[src/rtl/norm_shifter.sv]
// Sequential left-normalizer: shifts an accepted word left until its MSB is set
// and reports the shift count (the leading-zero count of the input word).
module norm_shifter #(
  parameter int WIDTH  = 32,
  parameter int CNT_W  = 6,
  parameter int COARSE = 4
) (
  input  logic             clk,
  input  logic             rst_n,
  input  logic             in_valid,
  output logic             in_ready,
  input  logic [WIDTH-1:0] in_data,
  output logic             out_valid,
  input  logic             out_ready,
  output logic [WIDTH-1:0] out_data,
  output logic [CNT_W-1:0] out_count,
  output logic             out_zero
);

  typedef enum logic [1:0] {IDLE, SHIFT, DONE} state_t;

  state_t           state, state_nx;
  logic [WIDTH-1:0] data_q, data_nx, shifted;
  logic [CNT_W-1:0] count_q, count_nx, count_step;
  logic             zero_q, zero_nx;
  logic             coarse_ok;

  // A coarse step is safe whenever the top COARSE bits are zero: the word is
  // nonzero, so at least one more step is still needed afterwards or exactly
  // this one lands the leading one in the MSB.
  assign coarse_ok  = ~|data_q[WIDTH-1 -: COARSE];
  assign shifted    = coarse_ok ? (data_q << COARSE) : (data_q << 1);
  assign count_step = coarse_ok ? CNT_W'(COARSE) : CNT_W'(1);

  // NOTE: every always_comb output gets a default first, so no path leaves it
  // unassigned and no latch is inferred.
  always_comb begin
    state_nx = state;
    data_nx  = data_q;
    count_nx = count_q;
    zero_nx  = zero_q;
    unique case (state)
      IDLE: begin
        if (in_valid) begin
          data_nx  = in_data;
          count_nx = '0;
          zero_nx  = 1'b0;
          if (in_data == '0) begin
            count_nx = CNT_W'(WIDTH);
            zero_nx  = 1'b1;
            state_nx = DONE;
          end else if (in_data[WIDTH-1]) begin
            state_nx = DONE;
          end else begin
            state_nx = SHIFT;
          end
        end
      end
      SHIFT: begin
        data_nx  = shifted;
        count_nx = count_q + count_step;
        if (shifted[WIDTH-1]) state_nx = DONE;
      end
      DONE: begin
        if (out_ready) state_nx = IDLE;
      end
      default: state_nx = IDLE;
    endcase
  end

  // NOTE: sequential state uses non-blocking assignments so every register
  // samples the pre-edge values of the others.
  always_ff @(posedge clk or negedge rst_n) begin
    if (!rst_n) begin
      state   <= IDLE;
      data_q  <= '0;
      count_q <= '0;
      zero_q  <= 1'b0;
    end else begin
      state   <= state_nx;
      data_q  <= data_nx;
      count_q <= count_nx;
      zero_q  <= zero_nx;
    end
  end

  // Handshake flags are pure state decodes; nothing combinational from inputs.
  assign in_ready  = (state == IDLE);
  assign out_valid = (state == DONE);
  assign out_data  = data_q;
  assign out_count = count_q;
  assign out_zero  = zero_q;

endmodule
[config.mk]
export PLATFORM = sky130hd
export DESIGN_NAME = norm_shifter
export DESIGN_NICKNAME = d
export VERILOG_FILES = /design/src/rtl/norm_shifter.sv
export SDC_FILE = /design/constraint.sdc
export NUM_CORES = 1
export LEC_CHECK = 0
export CAP_MARGIN = 10
export CORE_UTILIZATION = 46
export CTS_CLUSTER_DIAMETER = 80
export CTS_CLUSTER_SIZE = 8
export DETAILED_ROUTE_END_ITERATION = 8
export PLACE_DENSITY_LB_ADDON = 0.08
export SKIP_LAST_GASP = 1
export SLEW_MARGIN = 20
export SYNTH_ARGS = -nofsm -noshare
export SYNTH_HDL_FRONTEND = slang
export SYNTH_SLANG_ARGS = --single-unit
[constraint.sdc]
create_clock -name clk -period 2.7 [get_ports clk]
set_input_delay 0.54 -clock clk [delete_from_list [all_inputs] [get_ports clk]]
set_output_delay 0.54 -clock clk [all_outputs]
set_load 0.01 [all_outputs]
==> flow_summary.json <==
{
  "cts_setup_buffers": 0,
  "cts_root_buffer": "clkbuf_8",
  "cts_buffers": 5,
  "async_flop_share": 1.00,
  "synthToLayoutAreaGrowth_pct": 39.4,
  "yosys_most_used_dff": "dfrtp_1",
  "synth_area_leader_cell": "dfrtp_1",
  "drc": 0,
  "num-fill-cells": 398,
  "start_util": 0.486,
  "cts_max_level": 2,
  "die_h_um": 73.1,
  "cts.repair.resized": 0,
  "syn_area_um2": 2330,
  "layout_common_cells": "75 x clkdlybuf4s50_1, 57 x nand2_1, 41 x dfrtp_1",
  "final_hold_viol_count": 0,
  "antenna_found_initial": 0,
  "dieArea_um2": 5350,
  "p_leak_nw": 1.36,
  "cts_tree": "built",
  "grt_pass1_vias": 2261,
  "synth_edf_count": 0,
  "syn_nets": 300,
  "ir_worst_vdd_v": 0.000210,
  "dpl.cell_count": 394,
  "ios": 77,
  "postSynthAreaPerCell_um2": 8.84,
  "drv_cap": 0,
  "synth_top_area_frac": 0.441,
  "grt_max_degree": 42,
  "synthCells": 263,
  "rsz0062_at_grt": "no",
  "yosysSeqAreaShare": 0.441,
  "outcome": "completed",
  "synth_area_leaders": "dfrtp_1 44%, o22a_1 9.4%, nand2_1 9.2%",
  "drt.antenna.violating_nets": 0,
  "finalCritPeriodShare": 0.839,
  "vias_per_cell": 6.19,
  "slew_viol_final": 0,
  "grt_usage": 0.279,
  "hpwl_um": 4860,
  "fmax_mhz": 441,
  "io_buffers": 76,
  "layout_commonest_cell": "clkdlybuf4s50_1",
  "yosys_warnings": 0,
  "drt_iter0_drc": 278,
  "clock_path_buffers": 2,
  "critPathArrivalTime_ns": 1.73,
  "gp_congestion": 0.806,
  "path_clk_slew_ns": 0.08,
  "fp.dieW_um": 73.1,
  "wirelength_um": 7000,
  "critPathCaptureType": "primary output",
  "grt_first_pass_wirelength_um": 11500,
  "vias": 2484,
  "nets": 371,
  "clk_latency_ns": 0.29,
  "coreArea_um2": 4790,
  "max_slew.worst_pin.slew_ns": 0.968,
  "wl_per_cell_um": 17.5,
  "yosysUniqueCellTypes": 37,
  "layout_min_cycle_time_ns": 2.27,
  "grt_overflow": 0,
  "first_pass_iters": 5,
  "ys_ff_latch": 41,
  "setup_viol": 0,
  "path_class": "reg -> out",
  "final.setup_skew_ns": 0.00654,
  "rows": 25,
  "pwr_density_cell_nw_per_um2": 352,
  "drive_above_1_share": 0.0629,
  "antenna_cells": 0,
  "fin_tns_setup_ns": 0,
  "min_path_type": "in -> async",
  "crit_required_ns": 2.16,
  "critPathLaunchType": "flip-flop",
  "relSlewSlack": 0.350,
  "clock-sinks": 41,
  "power.total_mw": 1.14,
  "final_cells": 401,
  "cts_hold_buf": 0,
  "path_max_fanout": 15
}
==> per-stage QoR <==
stage | instance area (um^2) | util | setup slack (ns) | hold slack [ns]
after floorplan | 2330 | - | 0.269 | 0.244
after global placement | 3160 | 0.660 | 0.382 | 0.527
after detailed placement | 3160 | 0.660 | 0.313 | 0.526
after CTS | 3240 | 0.678 | 0.439 | 0.407
after global routing | 3240 | 0.678 | 0.339 | 0.451
final | 3240 | 0.678 | 0.434 | 0.379
==> flip-flops by register name, summed over array words and instances, names as in the netlist <==
| name | cells |
|---|---|
| out_zero | 1 |
| out_count | 6 |
| out_data | 32 |
| state | 2 |
==> per-layer routing <==
layer / wire (um) / up-vias / track usage
met4: 89 / 0 / 0.0675
li1: - / 1141 / -
met1: 3090 / 1212 / 0.408
met2: 3330 / 121 / 0.427
met5: 0 / - / 0
met3: 494 / 10 / 0.0497
==> synth_stat cells (all sizes together), types with 2 or more instances <==
cell type,count
nand2,57
dfrtp,41
a31oi,25
o22a,25
o22ai,25
clkbuf,17
o21ai,11
nor4,9
buf,6
inv,6
nor2,6
a211o,3
a21oi,3
a222oi,3
a22o,2
and2,2
nand2b,2
nand4,2
o311a,2
xnor2,2
==> cells by family (layout without fill, tap and decap cells) <==
kind of cell	Yosys count	after routing	share of synthesized area
AOI/OAI and AO/OA	104	104	0.324
xor gates and xnor gates	2	2	0.00753
adders and majority gates	2	2	0.00968
buffers and inverters	30	101	0.0543
DFF	41	41	0.441
muxes	1	1	0.00484
and+or+nand+nor	83	83	0.158
==> cell type report <==
class	count	area (um^2)	area share
sequential	41	1030	0.316
timing repair buffer	87	838	0.258
inverter	7	26.3	0.00810
clock buffer	7	86.3	0.0266
tap	67	83.8	0.0258
multi-input combinational	192	1180	0.365
==> critical path, cell delays in order, from the launching register on <==
cell and delay (ns):
dfrtp_1 0.56, nor2_1 0.29, clkdlybuf4s50_1 0.58
==> report_power, final <==
group	switching [mW]	leakage, nW	internal [mW]
registers	0	0.558	0.614
clock network	0.204	0.0443	0.203
logic	0.0504	0.761	0.0687
==> final timing paths <==
path                         startpoint      endpoint  slack (ns)  cells past startpoint
setup / recovery               state[0]      in_ready        0.43                      2
hold / removal                    rst_n  out_count[2]        0.38                      1
setup reg to reg           out_data[28]  out_count[4]        0.50                      5
hold reg to reg                out_zero      out_zero        0.53                      1
max in group asynchronous         rst_n   out_data[4]        1.74                      1
min in group clk               out_zero      out_zero        0.53                      1
No activity file was read; power rests on OpenSTA's default activity.
